==> src/rtl/mcp_tx_pkg.sv <==
// mcp_tx_pkg: shared types, packet field layout and the configuration
// packet builder used by the master control path tx sequencer.
package mcp_tx_pkg;

    // Packet declare codes (bits [1:0] of every packet)
    localparam logic [1:0] PKT_DATA   = 2'b00;
    localparam logic [1:0] PKT_TEST   = 2'b01;
    localparam logic [1:0] PKT_CFG_WR = 2'b10;
    localparam logic [1:0] PKT_CFG_RD = 2'b11;

    // Packet field offsets
    localparam int unsigned PKT_W    = 64;
    localparam int unsigned DECL_LSB = 0;
    localparam int unsigned CHIP_LSB = 2;
    localparam int unsigned ADDR_LSB = 10;
    localparam int unsigned DATA_LSB = 18;
    localparam int unsigned PAR_BIT  = 63;

    // One queued register-access command; op: 0 = write, 1 = read
    typedef struct packed {
        logic       op;
        logic [7:0] chip_id;
        logic [7:0] addr;
        logic [7:0] data;
    } cmd_t;

    // Format a command into a 64-bit config packet with odd parity in bit 63
    function automatic logic [PKT_W-1:0] build_cfg_pkt(input cmd_t cmd);
        logic [PKT_W-1:0] pkt;
        pkt = '0;
        pkt[DECL_LSB +: 2] = cmd.op ? PKT_CFG_RD : PKT_CFG_WR;
        pkt[CHIP_LSB +: 8] = cmd.chip_id;
        pkt[ADDR_LSB +: 8] = cmd.addr;
        pkt[DATA_LSB +: 8] = cmd.op ? 8'h00 : cmd.data;
        pkt[PAR_BIT]       = ~^pkt[PAR_BIT-1:0];
        return pkt;
    endfunction

endpackage

==> src/rtl/mcp_tx_sequencer_fifo.sv <==
// mcp_cmd_fifo: synchronous command FIFO of cmd_t. Pointers carry one
// extra wrap bit so full/empty and the occupancy fall out of a subtraction.
module mcp_cmd_fifo
    import mcp_tx_pkg::*;
#(
    parameter int unsigned CMD_DEPTH = 8
) (
    input  logic                           clk,
    input  logic                           reset,
    input  logic                           push,
    input  cmd_t                           wr_cmd,
    input  logic                           pop,
    output cmd_t                           rd_cmd,
    output logic [$clog2(CMD_DEPTH+1)-1:0] count,
    output logic                           full,
    output logic                           empty
);

    localparam int unsigned AW = $clog2(CMD_DEPTH);
    localparam int unsigned CW = $clog2(CMD_DEPTH+1);

    if ((CMD_DEPTH < 2) || (CMD_DEPTH > 64) || ((CMD_DEPTH & (CMD_DEPTH - 1)) != 0)) begin : g_bad_depth
        $error("mcp_cmd_fifo: CMD_DEPTH must be a power of two in 2..64");
    end

    cmd_t        mem [CMD_DEPTH];
    logic [AW:0] wr_ptr;
    logic [AW:0] rd_ptr;
    logic        do_push;
    logic        do_pop;

    assign empty   = (wr_ptr == rd_ptr);
    assign full    = (wr_ptr[AW] != rd_ptr[AW]) && (wr_ptr[AW-1:0] == rd_ptr[AW-1:0]);
    assign count   = CW'(wr_ptr - rd_ptr);
    assign do_push = push && !full;
    assign do_pop  = pop && !empty;
    assign rd_cmd  = mem[rd_ptr[AW-1:0]];

    // Pointer update; reset flushes the queue and wins over a same-cycle push
    always_ff @(posedge clk) begin
        if (reset) begin
            wr_ptr <= '0;
            rd_ptr <= '0;
        end else begin
            if (do_push) wr_ptr <= wr_ptr + 1'b1;
            if (do_pop)  rd_ptr <= rd_ptr + 1'b1;
        end
    end

    // Storage write; contents need no reset since the pointers gate visibility
    always_ff @(posedge clk) begin
        if (do_push && !reset) mem[wr_ptr[AW-1:0]] <= wr_cmd;
    end

endmodule

==> src/rtl/mcp_tx_sequencer.sv <==
// mcp_tx_sequencer: queues LArPix register-access commands, formats each
// into a 64-bit config packet and hands them to uart_tx one at a time via
// the ld_tx_data / tx_busy handshake.
// Optional feature macro: MCP_TX_GAP_EN (adds GAP_CYCLES idle cycles after
// every completed packet).
module mcp_tx_sequencer
    import mcp_tx_pkg::*;
#(
    parameter int unsigned WIDTH        = 64,
    parameter int unsigned CMD_DEPTH    = 8,
    parameter int unsigned BUSY_TIMEOUT = 16,
    parameter int unsigned GAP_CYCLES   = 4
) (
    input  logic                           clk,
    input  logic                           reset,
    input  logic                           cmd_valid,
    output logic                           cmd_ready,
    input  logic                           cmd_op,
    input  logic [7:0]                     cmd_chip_id,
    input  logic [7:0]                     cmd_addr,
    input  logic [7:0]                     cmd_data,
    output logic [WIDTH-1:0]               tx_data,
    output logic                           ld_tx_data,
    input  logic                           tx_busy,
    output logic                           busy,
    output logic [$clog2(CMD_DEPTH+1)-1:0] fifo_count,
    output logic [15:0]                    sent_count,
    output logic                           timeout_err,
    input  logic                           clear_err
);

    if ((WIDTH != PKT_W) || (BUSY_TIMEOUT == 0) || (GAP_CYCLES == 0)) begin : g_bad_cfg
        $error("mcp_tx_sequencer: WIDTH must be 64, BUSY_TIMEOUT and GAP_CYCLES nonzero");
    end

    typedef enum logic [1:0] {
        ST_IDLE      = 2'd0,
        ST_LOAD      = 2'd1,
        ST_WAIT_DONE = 2'd2
`ifdef MCP_TX_GAP_EN
        , ST_GAP     = 2'd3
`endif
    } state_t;

    localparam int unsigned    TW        = $clog2(BUSY_TIMEOUT + 1);
    localparam logic [TW-1:0]  LOAD_LAST = TW'(BUSY_TIMEOUT - 1);
`ifdef MCP_TX_GAP_EN
    localparam int unsigned    GW        = $clog2(GAP_CYCLES + 1);
    localparam logic [GW-1:0]  GAP_LAST  = GW'(GAP_CYCLES - 1);
    logic [GW-1:0]             gap_cnt;
`endif

    state_t        state;
    logic [TW-1:0] load_cnt;
    cmd_t          in_cmd;
    cmd_t          head_cmd;
    logic          fifo_full;
    logic          fifo_empty;
    logic          pop;

    assign in_cmd    = '{op: cmd_op, chip_id: cmd_chip_id, addr: cmd_addr, data: cmd_data};
    assign pop       = (state == ST_IDLE) && !fifo_empty;
    assign cmd_ready = !fifo_full;
    assign busy      = !fifo_empty || (state != ST_IDLE);

    mcp_cmd_fifo #(
        .CMD_DEPTH (CMD_DEPTH)
    ) u_fifo (
        .clk    (clk),
        .reset  (reset),
        .push   (cmd_valid),
        .wr_cmd (in_cmd),
        .pop    (pop),
        .rd_cmd (head_cmd),
        .count  (fifo_count),
        .full   (fifo_full),
        .empty  (fifo_empty)
    );

    // Packet sequencing FSM with registered handshake outputs and status
    always_ff @(posedge clk) begin
        if (reset) begin
            state       <= ST_IDLE;
            tx_data     <= '0;
            ld_tx_data  <= 1'b0;
            load_cnt    <= '0;
            sent_count  <= '0;
            timeout_err <= 1'b0;
`ifdef MCP_TX_GAP_EN
            gap_cnt     <= '0;
`endif
        end else begin
            // Clear first so a timeout later in this block takes priority
            if (clear_err) timeout_err <= 1'b0;
            case (state)
                ST_IDLE: begin
                    if (!fifo_empty) begin
                        tx_data    <= build_cfg_pkt(head_cmd);
                        ld_tx_data <= 1'b1;
                        load_cnt   <= '0;
                        state      <= ST_LOAD;
                    end
                end
                ST_LOAD: begin
                    if (tx_busy) begin
                        ld_tx_data <= 1'b0;
                        state      <= ST_WAIT_DONE;
                    end else if (load_cnt == LOAD_LAST) begin
                        ld_tx_data  <= 1'b0;
                        timeout_err <= 1'b1;
                        state       <= ST_IDLE;
                    end else begin
                        load_cnt <= load_cnt + TW'(1);
                    end
                end
                ST_WAIT_DONE: begin
                    if (!tx_busy) begin
                        sent_count <= sent_count + 16'd1;
`ifdef MCP_TX_GAP_EN
                        gap_cnt    <= '0;
                        state      <= ST_GAP;
`else
                        state      <= ST_IDLE;
`endif
                    end
                end
`ifdef MCP_TX_GAP_EN
                ST_GAP: begin
                    if (gap_cnt == GAP_LAST) begin
                        state <= ST_IDLE;
                    end else begin
                        gap_cnt <= gap_cnt + GW'(1);
                    end
                end
`endif
                default: state <= ST_IDLE;
            endcase
        end
    end

endmodule

==> config.mk <==
export PLATFORM = sky130hd
export DESIGN_NAME = mcp_tx_sequencer
export DESIGN_NICKNAME = d
export VERILOG_FILES = /design/src/rtl/mcp_tx_pkg.sv /design/src/rtl/mcp_tx_sequencer_fifo.sv /design/src/rtl/mcp_tx_sequencer.sv
export SDC_FILE = /design/constraint.sdc
export NUM_CORES = 1
export LEC_CHECK = 0
export CORE_ASPECT_RATIO = 0.6
export CORE_UTILIZATION = 50
export DETAILED_ROUTE_END_ITERATION = 10
export PLACE_DENSITY = 0.72
export SLEW_MARGIN = 0
export SYNTH_ARGS = -nofsm -noshare
export SYNTH_HDL_FRONTEND = slang
export SYNTH_SLANG_ARGS = --single-unit
==> constraint.sdc <==
create_clock -name clk -period 8.8 [get_ports clk]
set_input_delay 0.88 -clock clk [delete_from_list [all_inputs] [get_ports clk]]
set_output_delay 0.88 -clock clk [all_outputs]
set_load 0.05 [all_outputs]
==> flow_summary.ini <==
[outcome]
status = finished with violations
violations = design-rule violations

[drt]
drt_iter0_drc = 617
first_pass_iters = 11
wl_um = 22920
antenna_left = 0
dr_total_vias = 6312
wl_per_cell_um = 20.30
viasPerCell = 5.591
drcViolationCount = 7

[hold_path]
min_path_type = register to register
hp-start = tx_data[18]$_SDFFE_PP0P_
hold-path-endpoint = tx_data[18]$_SDFFE_PP0P_
whs_path_depth = 2

[yosys]
synth_compound_area_share_pct = 6.811
syn_inst = 751
synth_cell_types = 47
ys_seq_area_share_pct = 66.26
synth_top_family_by_area = multiplexers
ys_warn_count = 0
synthSimpleGateAreaFrac_pct = 7.678
syn_area_sq_um = 10970
synthMuxAreaShare_pct = 10.13
synth_fa_ha_area_share_pct = 1.095
synthXorXnorAreaFrac_pct = 2.727
ys_ff_latch = 263
syn_avg_cell_area_sq_um = 14.60
synth_edf_count = 200
synth_flop_cell = edfxtp_1
ys_async_sr_fraction_pct = 0

[floorplan]
fp.dieW_um = 193.2
die_area_sq_um = 22550
num_rows = 41
ios = 118
die_h_um = 116.7
initial_core_util_pct = 51.64
core_sq_um = 21240

[worst_setup_path]
reg2reg_slack_ns = 4.88
rr_worst_depth = 9
required_ns = 9.24
regToRegEndpoint = tx_data[63]$_SDFFE_PP0P_
endpoint_kind = register
crit_arrival_ns = 4.36
startpoint_type = register
critPathMaxFanout = 62
crit_type = register to register

[placement]
place_area_sq_um = 11880
dp_hpwl_um = 14100
io_buffer_count = 80
pre_cts_ws_ns = 4.927
place_congestion = 0.7853

[grt]
grt_pass1_wl_um = 34550
grt-ovfl-total = 0
grt_use_total_pct = 20.64
grt_max_degree = 67
first_global_vias = 5696
antenna_found_initial = 0

[finish]
diodes = 0
multiInputGateArea_sq_um = 3312
drive_gt1_share_pct = 8.118
stdcell_area_sq_um = 12600
final_cell_mix = edfxtp_1, clkdlybuf4s50_1, mux2i_1
final_common_cell = edfxtp_1
fin_util_pct = 59.35
seq_area_sq_um = 7271
area_growth_pct = 14.93
fill_cells = 1679
finish.net_count = 872

[clocking]
cts_tree = yes
clock_latency_ns = 0.53
clkSinkCount = 263
path_clk_slew_ns = 0.06
ctsResizeCount = 0
cts_root_buf = clkbuf_16
numCtsBuffers = 25
cts_setup_buffers = 0
clk_path_buf_depth = 3
htree_levels = 1
cts_hold_buffers = 0

[pwr]
pwr-share-seq_pct = 41.0
pwr-share-comb_pct = 32.0
power.switching_mw = 1.218
powerDensity_nw_per_um2 = 284.6
internal_power_mw = 2.369
p_leak_nw = 4.311
swShare_pct = 33.97
clock_power_share_pct = 27.1
ir_drop_mv = 0.1704

[sta]
hold_ws_ns = 0.4613
clock.fmax_mhz = 255.0
rsz0062_at_grt = no
tightest_slew_ns = 1.212
setup_tns_ns = 0
worst_slack_ns = 4.878
finalCritPeriodShare_pct = 44.56
finalSetupViolCount = 0
slew_viol_final = 0
clock_skew_ns = 0.01329
period_needed_ns = 3.922
hold_viol = 0
slew-limit-headroom_pct = 19.13

[run]
maxCapViolations = 0
[synthesized netlist by cell type, types with 4 or more instances]
| library cell | count | area, sq um |
|---|---|---|
| nand3b_1 | 5 | 37.54 |
| nand4_1 | 5 | 31.28 |
| edfxtp_1 | 200 | 6006 |
| o211ai_1 | 8 | 60.06 |
| ha_1 | 8 | 100.1 |
| nor2b_1 | 19 | 118.9 |
| o21ai_0 | 9 | 45.04 |
| o311a_1 | 4 | 40.04 |
| nand3_1 | 13 | 65.06 |
| nor3b_1 | 5 | 37.54 |
| inv_1 | 12 | 45.04 |
| a21oi_1 | 23 | 115.1 |
| buf_2 | 4 | 20.02 |
| nor2_1 | 53 | 198.9 |
| nand2_1 | 38 | 142.6 |
| nor3_1 | 17 | 85.08 |
| mux4_2 | 6 | 135.1 |
| dfxtp_1 | 63 | 1261 |
| a211o_1 | 8 | 70.07 |
| clkbuf_1 | 20 | 75.07 |
| buf_6 | 4 | 45.04 |
| mux4_1 | 12 | 315.3 |
| buf_4 | 43 | 322.8 |
| mux2i_1 | 66 | 660.6 |
| xor2_1 | 21 | 183.9 |
| and3_1 | 5 | 31.28 |
| a211oi_1 | 8 | 60.06 |
| xnor2_1 | 8 | 70.07 |
| a22oi_1 | 17 | 127.6 |
| a22o_1 | 11 | 96.34 |
| o211a_1 | 7 | 70.07 |
| nand2b_1 | 4 | 25.02 |
[worst max path at each step]
stage	endpoint	slack, ns	cells past startpoint
floorplan	u_fifo.mem[0][0]$_DFFE_PP_	4.07	8
global placement	tx_data[63]$_SDFFE_PP0P_	4.97	9
detailed placement	tx_data[63]$_SDFFE_PP0P_	4.93	9
CTS	tx_data[63]$_SDFFE_PP0P_	4.91	9
global route	tx_data[63]$_SDFFE_PP0P_	4.66	9
finish	tx_data[63]$_SDFFE_PP0P_	4.88	9
[stage by stage]
stage / total power [mW] / std cells
global route: 3.748 / 1129
floorplan: 2.351 / 787
CTS: 3.600 / 1129
global placement: 2.617 / 1085
finish: 3.587 / 1129
detailed placement: 2.634 / 1085
[flip-flops by register name, indices dropped and copies added (netlist names), named ones only]
| name | count |
|---|---|
| u_fifo.mem | 200 |
| tx_data | 27 |
| sent_count | 16 |
| load_cnt | 5 |
| u_fifo.rd_ptr | 4 |
| u_fifo.wr_ptr | 4 |
| state | 2 |
| ld_tx_data | 1 |
| timeout_err | 1 |
[critical path: stages (launching register included)]
cell	delay, ns
dfxtp_4	0.63
buf_4	0.80
mux4_2	0.60
mux2i_1	0.23
xnor2_1	0.16
xnor3_1	0.44
xnor3_1	0.38
nand2_1	0.08
a21o_1	0.21
a311oi_2	0.24
[kinds of logic (layout without fill, tap and decap cells)]
group | count (synthesis) | in the layout
DFF | 263 | 263
and+or+nand+nor | 174 | 174
xor gates and xnor gates | 31 | 31
adders and majority gates | 9 | 9
muxes | 84 | 84
other | 1 | 37
AOI/OAI and AO/OA | 102 | 102
buffers and inverters | 87 | 150
[power groups by stage]
stage	clock (mW)	combinational, mW	sequential [mW]
floorplan	0	0.716	1.64
global placement	0	1.12	1.49
detailed placement	0	1.14	1.50
CTS	0.988	1.14	1.47
global route	1.04	1.22	1.48
finish	0.971	1.15	1.47
[layer usage]
| layer | global-route usage, % | vias to the layer above | share of wire (%) |
|---|---|---|---|
| met1 | 34.62 | 3076 | 49 |
| met5 | 0 | - | 0 |
| met4 | 3.802 | 0 | 1.2 |
| met2 | 27.62 | 276 | 41 |
| met3 | 3.546 | 37 | 8.9 |
| li1 | - | 2923 | - |
[area by class of cell]
type	count	share of cell area (%)
Tap cell	279	2.770
Clock inverter	13	0.5460
Clock buffer	31	5.221
Multi-Input combinational cell	437	26.28
Sequential cell	263	57.68
Timing Repair Buffer	94	7.147
Inverter	12	0.3574
No activity file was read; power rests on OpenSTA's default activity.
